<file path="config.mk">
export PLATFORM = sky130hd
export DESIGN_NAME = divider
export DESIGN_NICKNAME = d
export VERILOG_FILES = /design/src/rtl/divider_pkg.sv /design/src/rtl/divider_step.sv /design/src/rtl/divider.sv
export SDC_FILE = /design/constraint.sdc
export NUM_CORES = 1
export LEC_CHECK = 0
export CAP_MARGIN = 40
export CORE_AREA = 2 2 130 132
export DETAILED_ROUTE_END_ITERATION = 10
export DIE_AREA = 0 0 132 134
export PLACE_DENSITY = 0.52
export SLEW_MARGIN = 20
export SYNTH_ARGS = -nofsm -noshare
export SYNTH_HDL_FRONTEND = slang
export SYNTH_SLANG_ARGS = --single-unit
export TNS_END_PERCENT = 5
</file>
<file path="constraint.sdc">
create_clock -name clk -period 3.35 [get_ports clk]
set_clock_uncertainty 0.05 [all_clocks]
set_input_delay 0.335 -clock clk [delete_from_list [all_inputs] [get_ports clk]]
set_output_delay 0.335 -clock clk [all_outputs]
set_load 0.02 [all_outputs]
</file>
<file path="src/rtl/divider_pkg.sv">
// divider_pkg
//   Shared definitions for the divider block: default operand/result widths
//   and the sequencing state encoding.
package divider_pkg;

  localparam int DIVIDEND_W = 26;
  localparam int DIVISOR_W  = 26;
  localparam int RES_W      = 16;

  typedef enum logic [1:0] {
    IDLE = 2'd0,
    CALC = 2'd1,
    DONE = 2'd2
  } state_t;

endpackage

</file>
<file path="src/rtl/divider_step.sv">
// divider_step
//   One combinational restoring-division step: shift the partial remainder
//   left, bring in the next dividend bit, and subtract the divisor when it fits.
// Ports
//   rem_in   partial remainder before this step (WIDTH+1 bits)
//   bit_in   next dividend bit, MSB first
//   divisor  unsigned denominator
//   rem_out  partial remainder after this step
//   q_bit    quotient bit produced by this step
module divider_step #(
  parameter int WIDTH = divider_pkg::DIVISOR_W
) (
  input  logic [WIDTH:0]   rem_in,
  input  logic             bit_in,
  input  logic [WIDTH-1:0] divisor,
  output logic [WIDTH:0]   rem_out,
  output logic             q_bit
);

  logic [WIDTH:0] shifted;
  logic [WIDTH:0] divisor_ext;

  // The remainder is always below the divisor, so its top bit is shifted out
  // without loss; the extra bit holds the carry of the shift.
  assign shifted     = (rem_in << 1) | (WIDTH+1)'(bit_in);
  assign divisor_ext = {1'b0, divisor};

  always_comb begin
    q_bit   = 1'b0;
    rem_out = shifted;
    if (shifted >= divisor_ext) begin
      q_bit   = 1'b1;
      rem_out = shifted - divisor_ext;
    end
  end

endmodule

</file>
<file path="src/rtl/divider.sv">
// divider
//   Iterative unsigned divider with a saturated, registered quotient.
//   One shift-subtract step per cycle, DIVIDEND_W cycles per division.
// Ports
//   clk, rst    rising-edge clock, asynchronous active-high reset
//   start       single-cycle request; accepted in IDLE or DONE, ignored in CALC
//   dividend    numerator, sampled on the accepted start
//   divisor     denominator, sampled on the accepted start
//   dividerres  saturated quotient, held from completion until the next start
//   Busy        division iterating
//   Ready       dividerres holds a completed result
//   div_zero    last result came from a zero divisor
//   ovf         last true quotient exceeded the result range
module divider
  import divider_pkg::state_t, divider_pkg::IDLE, divider_pkg::CALC, divider_pkg::DONE;
#(
  parameter int DIVIDEND_W = divider_pkg::DIVIDEND_W,
  parameter int DIVISOR_W  = divider_pkg::DIVISOR_W,
  parameter int RES_W      = divider_pkg::RES_W
) (
  input  logic                  clk,
  input  logic                  rst,
  input  logic                  start,
  input  logic [DIVIDEND_W-1:0] dividend,
  input  logic [DIVISOR_W-1:0]  divisor,
  output logic [RES_W-1:0]      dividerres,
  output logic                  Busy,
  output logic                  Ready,
  output logic                  div_zero,
  output logic                  ovf
);

  localparam int CNT_W = (DIVIDEND_W > 1) ? $clog2(DIVIDEND_W) : 1;
  localparam int QW    = (DIVIDEND_W > RES_W) ? DIVIDEND_W : RES_W;

  state_t                state_q, state_d;
  logic [CNT_W-1:0]      cnt_q, cnt_d;
  logic [DIVIDEND_W-1:0] quo_q, quo_d;
  logic [DIVISOR_W:0]    rem_q, rem_d;
  logic [DIVISOR_W-1:0]  dvs_q, dvs_d;
  logic [RES_W-1:0]      res_q, res_d;
  logic                  dz_q, dz_d;
  logic                  ovf_q, ovf_d;

  logic [DIVISOR_W:0]    step_rem;
  logic                  step_q;
  logic [DIVIDEND_W-1:0] quo_next;
  logic [QW-1:0]         quo_ext;
  logic [QW-1:0]         res_max;

  divider_step #(
    .WIDTH (DIVISOR_W)
  ) u_step (
    .rem_in  (rem_q),
    .bit_in  (quo_q[DIVIDEND_W-1]),
    .divisor (dvs_q),
    .rem_out (step_rem),
    .q_bit   (step_q)
  );

  // The quotient register starts as the dividend; each step shifts one
  // dividend bit out of the top and one quotient bit in at the bottom.
  assign quo_next = (quo_q << 1) | DIVIDEND_W'(step_q);
  assign quo_ext  = QW'(quo_next);
  assign res_max  = QW'({RES_W{1'b1}});

  always_comb begin
    state_d = state_q;
    cnt_d   = cnt_q;
    quo_d   = quo_q;
    rem_d   = rem_q;
    dvs_d   = dvs_q;
    res_d   = res_q;
    dz_d    = dz_q;
    ovf_d   = ovf_q;
    case (state_q)
      IDLE, DONE: begin
        if (start) begin
          quo_d   = dividend;
          dvs_d   = divisor;
          rem_d   = '0;
          cnt_d   = CNT_W'(DIVIDEND_W - 1);
          dz_d    = 1'b0;
          ovf_d   = 1'b0;
          state_d = CALC;
        end
      end
      CALC: begin
        quo_d = quo_next;
        rem_d = step_rem;
        if (cnt_q == '0) begin
          state_d = DONE;
          if (dvs_q == '0) begin
            res_d = '1;
            dz_d  = 1'b1;
          end else if (quo_ext > res_max) begin
            res_d = '1;
            ovf_d = 1'b1;
          end else begin
            res_d = quo_ext[RES_W-1:0];
          end
        end else begin
          cnt_d = cnt_q - 1'b1;
        end
      end
      default: state_d = IDLE;
    endcase
  end

  always_ff @(posedge clk or posedge rst) begin
    if (rst) begin
      state_q <= IDLE;
      cnt_q   <= '0;
      quo_q   <= '0;
      rem_q   <= '0;
      dvs_q   <= '0;
      res_q   <= '0;
      dz_q    <= 1'b0;
      ovf_q   <= 1'b0;
    end else begin
      state_q <= state_d;
      cnt_q   <= cnt_d;
      quo_q   <= quo_d;
      rem_q   <= rem_d;
      dvs_q   <= dvs_d;
      res_q   <= res_d;
      dz_q    <= dz_d;
      ovf_q   <= ovf_d;
    end
  end

  assign dividerres = res_q;
  assign Busy       = (state_q == CALC);
  assign Ready      = (state_q == DONE);
  assign div_zero   = dz_q;
  assign ovf        = ovf_q;

endmodule
</file>
Yosys cells after proc, flatten, opt, wreduce, memory -nomap -nowiden --
Cells that the tools add are included.
Word-level totals: bits in registers 103, input port bits 55, logic and storage cells 56
Operators by class: add/sub/neg operators 2, order comparisons 2, equality and inequality tests 8, mux-type cells 22, bitwise operators 2, reduce and logical (&&, ||, !) cells 12
Operator list (count):
- $pmux 26 s2 | 2
- $mux 26 | 3
- $mux 16 | 2
- $ge 27x26->1 | 1
- $or 27x1->27 | 1
- $gt 26x16->1 const B | 1
- $logic_not 26->1 | 1
- $or 26x1->26 | 1
- $sub 26x26->26 | 1
- $mux 5 | 2
- $pmux 5 s2 | 1
- $reduce_and 2->1 | 4
- $mux 1 | 7
- $ne 2x1->1 const B | 3
- $ne 2x2->1 const B | 3
- $logic_not 5->1 | 1
- $reduce_and 5->1 | 1
- $sub 5x1->5 const B | 1
- $mux 2 | 2
- $pmux 1 s2 | 2
- $pmux 2 s2 | 1
- $reduce_and 4->1 | 1
- $reduce_and 3->1 | 1
- $eq 2x1->1 const B | 1
- other kinds (4) | 4

Longest topological paths before layout --
depth in word-level cells 9, gate-level depth with buffers 13

Hierarchy --
From an unflattened synthesis, not the netlist that was laid out.
Unflattened totals: cell total of the unflattened synthesis 692, area, all modules 6183.4 um^2
Modules (own cells, without submodules):
- divider | times used 1, cells an instance 411, area each 4175.3 um^2, seq. area each 2602.5 um^2
- divider_step | times used 1, cells an instance 281, area each 2008.2 um^2, seq. area each 0.0 um^2

Worst setup path after synthesis --
No wires, ideal clock.
path type register -> register, from reg dvs_q[1], to reg rem_q[3], setup time 121 ps, data arrival time 2738 ps, required time 3179 ps, path slack 440 ps, cell stages (with the launch flop) 13, buffers on the path 1, period minus slack after synthesis 2910 ps, path through dfrtp_1 inv_1 ha_1 nor2b_4 o31a_1 o31a_1 o31a_1 nor3_2 o2111ai_2 and2_1 buf_6 mux2_4 a22o_1
Between the ends: word-level cells in the longest chain between the ends 3, elaborated cells on any way between the ends 4, classes of those cells 1 x add/sub; 1 x order compare; 2 x mux
Ends and longest elaborated chain:
- start: declaration | RTL line divider.sv:40 | logic [DIVISOR_W-1:0] dvs_q, dvs_d;
- start signal: assignment | RTL line divider.sv:125 | dvs_q <= dvs_d;
- $sub 26x26->26 or $ge 27x26->1 (tied branches) | RTL line divider_step.sv:33, divider_step.sv:31
- $mux 26 (*) | RTL line divider_step.sv:31 | if (shifted >= divisor_ext) begin
- $pmux 26 s2 (*) | RTL line divider.sv:76 | case (state_q)
- end signal: assignment | RTL line divider.sv:124 | rem_q <= rem_d;
- end: declaration | RTL line divider.sv:39 | logic [DIVISOR_W:0] rem_q, rem_d;
Mark *: on every way between the ends. The rest lies on a longest branch, timed or not. A chain may end at the register's enable or synchronous reset.

Worst setup path in the final report --
from reg dvs_q[1], to reg rem_q[18]
Same word-level chain as after synthesis.

==> results.py <==
metrics = {
    "synthesis": {
        "ys_types": 46,
        "synth_top_cells_by_area": "dfrtp_1, nand2_1, ha_1, o21ai_0, a22oi_1",
        "ys_ff_latch": 103,
        "syn_area_um2": 5612,
        "synth.avg_cell_area_um2": 9.199,
        "ys_async_sr_fraction_pct": 100.0,
        "synth_flop_cell": "dfrtp_1",
        "yosysTopAreaCell": "dfrtp_1",
        "synth_cells": 610,
        "yosysSeqAreaShare_pct": 45.93,
        "synth_nets": 694,
        "yosysWarnings": 0,
        "yosysTopAreaCellShare_pct": 45.93,
        "synth_edf_count": 0,
    },
    "clock_tree": {
        "ctsRootBufferMaster": "clkbuf_16",
        "post_cts_buffers": 0,
        "cts_tree": "built",
        "clk_pin_slew_ps": 70,
        "clk_latency_ps": 350,
        "numCtsBuffers": 9,
        "clk_path_buf_depth": 2,
        "ctsHtreeMaxLevel": 3,
        "cts_resized": 0,
        "cts_num_sinks": 103,
        "cts_hold_buf": 0,
    },
    "placed_design": {
        "dp_hpwl_mm": 10.22,
        "gp_congestion": 0.8735,
        "portBuffers": 74,
    },
    "global_routing": {
        "grt.overflow.total": 0,
        "grt_usage_pct": 16.76,
        "grt_max_degree": 81,
        "grt_pass1_wl_mm": 23.70,
        "grt_antenna_before_repair": 0,
        "grt_pass1_vias": 4628,
    },
    "route": {
        "avgViaCountPerCell": 5.075,
        "ant_nets": 0,
        "wl_met3_um": 959,
        "drt_wl_total_mm": 14.35,
        "drt-initial-drc-count": 245,
        "drc_errors": 0,
        "dr.pass1.iters": 4,
        "top_layer_used": "met4",
        "wl_met1_mm": 6.702,
        "num_vias": 4578,
        "wl_per_cell_um": 15.90,
        "met2WireLength_mm": 6.485,
    },
    "setup_path": {
        "r2r-start": "dvs_q[1]",
        "r2r_cells": 12,
        "crit_fanout": 7,
        "required_ps": 3520,
        "endpoint_kind": "register",
        "rrSetupSlack_ps": 300,
        "critPathKind": "reg -> reg",
        "crit_arrival_ps": 3220,
        "start_kind": "register",
        "reg2reg_to": "rem_q[18]",
    },
    "sta": {
        "post-route-min-period_ps": 3050,
        "maxSlewHeadroom_pct": 47.28,
        "rsz0062_at_grt": "no",
        "worst_pin_slew_ps": 790.8,
        "hold_viol": 0,
        "maxSlewViolCount": 0,
        "max_freq_ghz": 0.3278,
        "min_period_over_period_pct": 91.06,
        "tns_ps": 0,
        "setup_viol": 0,
    },
    "power": {
        "p_sw_uw": 3932,
        "p_comb_share_pct": 61.3,
        "p_total_uw": 8879,
        "power.leakage_uw": 0.003049,
        "pwr-share-seq_pct": 26.7,
        "swShare_pct": 44.28,
        "peakVddDrop_v": 0.0004641,
        "powerDensity_nw_per_um2": 1290,
        "internal-power_uw": 4947,
        "clkPwrFrac_pct": 12.0,
    },
    "floorplanning": {
        "fp.dieW_um": 132,
        "die_area_um2": 17690,
        "fp.dieH_um": 134,
        "ios": 75,
        "row_count": 47,
        "coreArea_um2": 16290,
        "start_util_pct": 34.45,
    },
    "cells_and_area": {
        "area_delta_synth_final_pct": 22.70,
        "most-common-layout-cells": "nand2_1, dfrtp_1, clkdlybuf4s50_1",
        "drive_gt1_share_pct": 5.132,
        "utilization_pct": 42.27,
        "antenna_cells": 0,
        "layout_commonest_cell": "nand2_1",
        "fin_nets": 762,
    },
    "flow_run": {
        "maxCapViolations": 0,
    },
    "status": {
        "outcome": "completed",
    },
    "hold_path": {
        "hold_path_class": "in -> async",
    },
}
kinds of logic (layout without fill, tap and decap cells):
kind of cell | after synthesis | count (layout) | share of synthesized area (%)
AOI/OAI and AO/OA | 173 | 173 | 19.82
xor gates and xnor gates | 24 | 24 | 3.746
adders and majority gates | 29 | 29 | 6.600
buffers and inverters | 63 | 135 | 4.615
DFF | 103 | 103 | 45.93
muxes | 19 | 19 | 3.500
and+or+nand+nor | 199 | 199 | 15.79
cells in the mapped netlist, types with 3 or more instances:
| master | count |
|---|---|
| nor3_1 | 5 |
| o21a_1 | 4 |
| or3_1 | 4 |
| mux2i_1 | 17 |
| nand2b_1 | 8 |
| dfrtp_1 | 103 |
| a21o_1 | 12 |
| o22a_1 | 16 |
| xnor2_1 | 14 |
| a32oi_1 | 3 |
| nor4_1 | 9 |
| nand3_1 | 14 |
| and2_1 | 3 |
| clkbuf_1 | 25 |
| nand2_1 | 110 |
| o21ai_0 | 64 |
| xor2_1 | 10 |
| nor2_1 | 30 |
| a22oi_1 | 25 |
| ha_1 | 28 |
| a22o_1 | 4 |
| nand4_1 | 8 |
| a21oi_1 | 29 |
| o31a_1 | 3 |
| buf_6 | 3 |
| inv_1 | 35 |
area by class of cell:
type | instances | area (um2)
clock buffer | 10 | 229.0
fill | 1612 | 9404
timing repair buffer | 85 | 827.0
sequential | 103 | 2577
clock inverter | 5 | 57.56
tap | 220 | 275.3
inverter | 35 | 133.9
multi-input combinational | 444 | 2785
sequential cells by signal, summed over array words and instances (netlist names):
name and count:
dvs_q 26, quo_q 26, rem_q 26, dividerres 16, cnt_q 5, state_q 2, div_zero 1, ovf 1
per-stage QoR:
step                instances  hold WS (ps)  cell area, um2  setup WS, ps
finish                    902         380.8            6885         299.6
global route              902         442.2            6885         92.02
CTS                       902         416.1            6885         306.9
detailed placement        887         427.1            6599         317.9
global placement          886         417.6            6588         377.7
floorplan                 610         390.4            5612         261.2
power by group through the flow:
| stage | clock network, uW | registers, uW | logic (uW) |
|---|---|---|---|
| after floorplan | 0 | 2390 | 4120 |
| after global placement | 0 | 2370 | 5370 |
| final | 1060 | 2370 | 5440 |
| after CTS | 1090 | 2370 | 5500 |
| after detailed placement | 0 | 2380 | 5470 |
| after global routing | 1150 | 2460 | 6100 |
metal layers:
metal | up-vias | global-route usage (%)
met1 | 2185 | 21.70
li1 | 2280 | -
met4 | 0 | 5.737
met3 | 13 | 4.913
met2 | 100 | 26.94
met5 | - | 0
worst max-delay path: stages (launching register included):
cell and delay (ps):
dfrtp_1 400, inv_1 70, ha_1 290, nor2b_4 130
o31a_1 270, o31a_1 290, o31a_1 320, nor3_2 180
o2111ai_2 180, and2_1 270, buf_4 200, mux2i_1 180
o21ai_0 100
how the worst max path moves through the flow:
stage | from | endpoint | slack (ps)
floorplan | rst | cnt_q[0] | 260
global placement | dvs_q[1] | rem_q[3] | 380
detailed placement | dvs_q[1] | rem_q[13] | 320
CTS | dvs_q[1] | rem_q[18] | 310
global route | dvs_q[1] | rem_q[10] | 90
finish | dvs_q[1] | rem_q[18] | 300
Power figures use the tool's default switching activity.
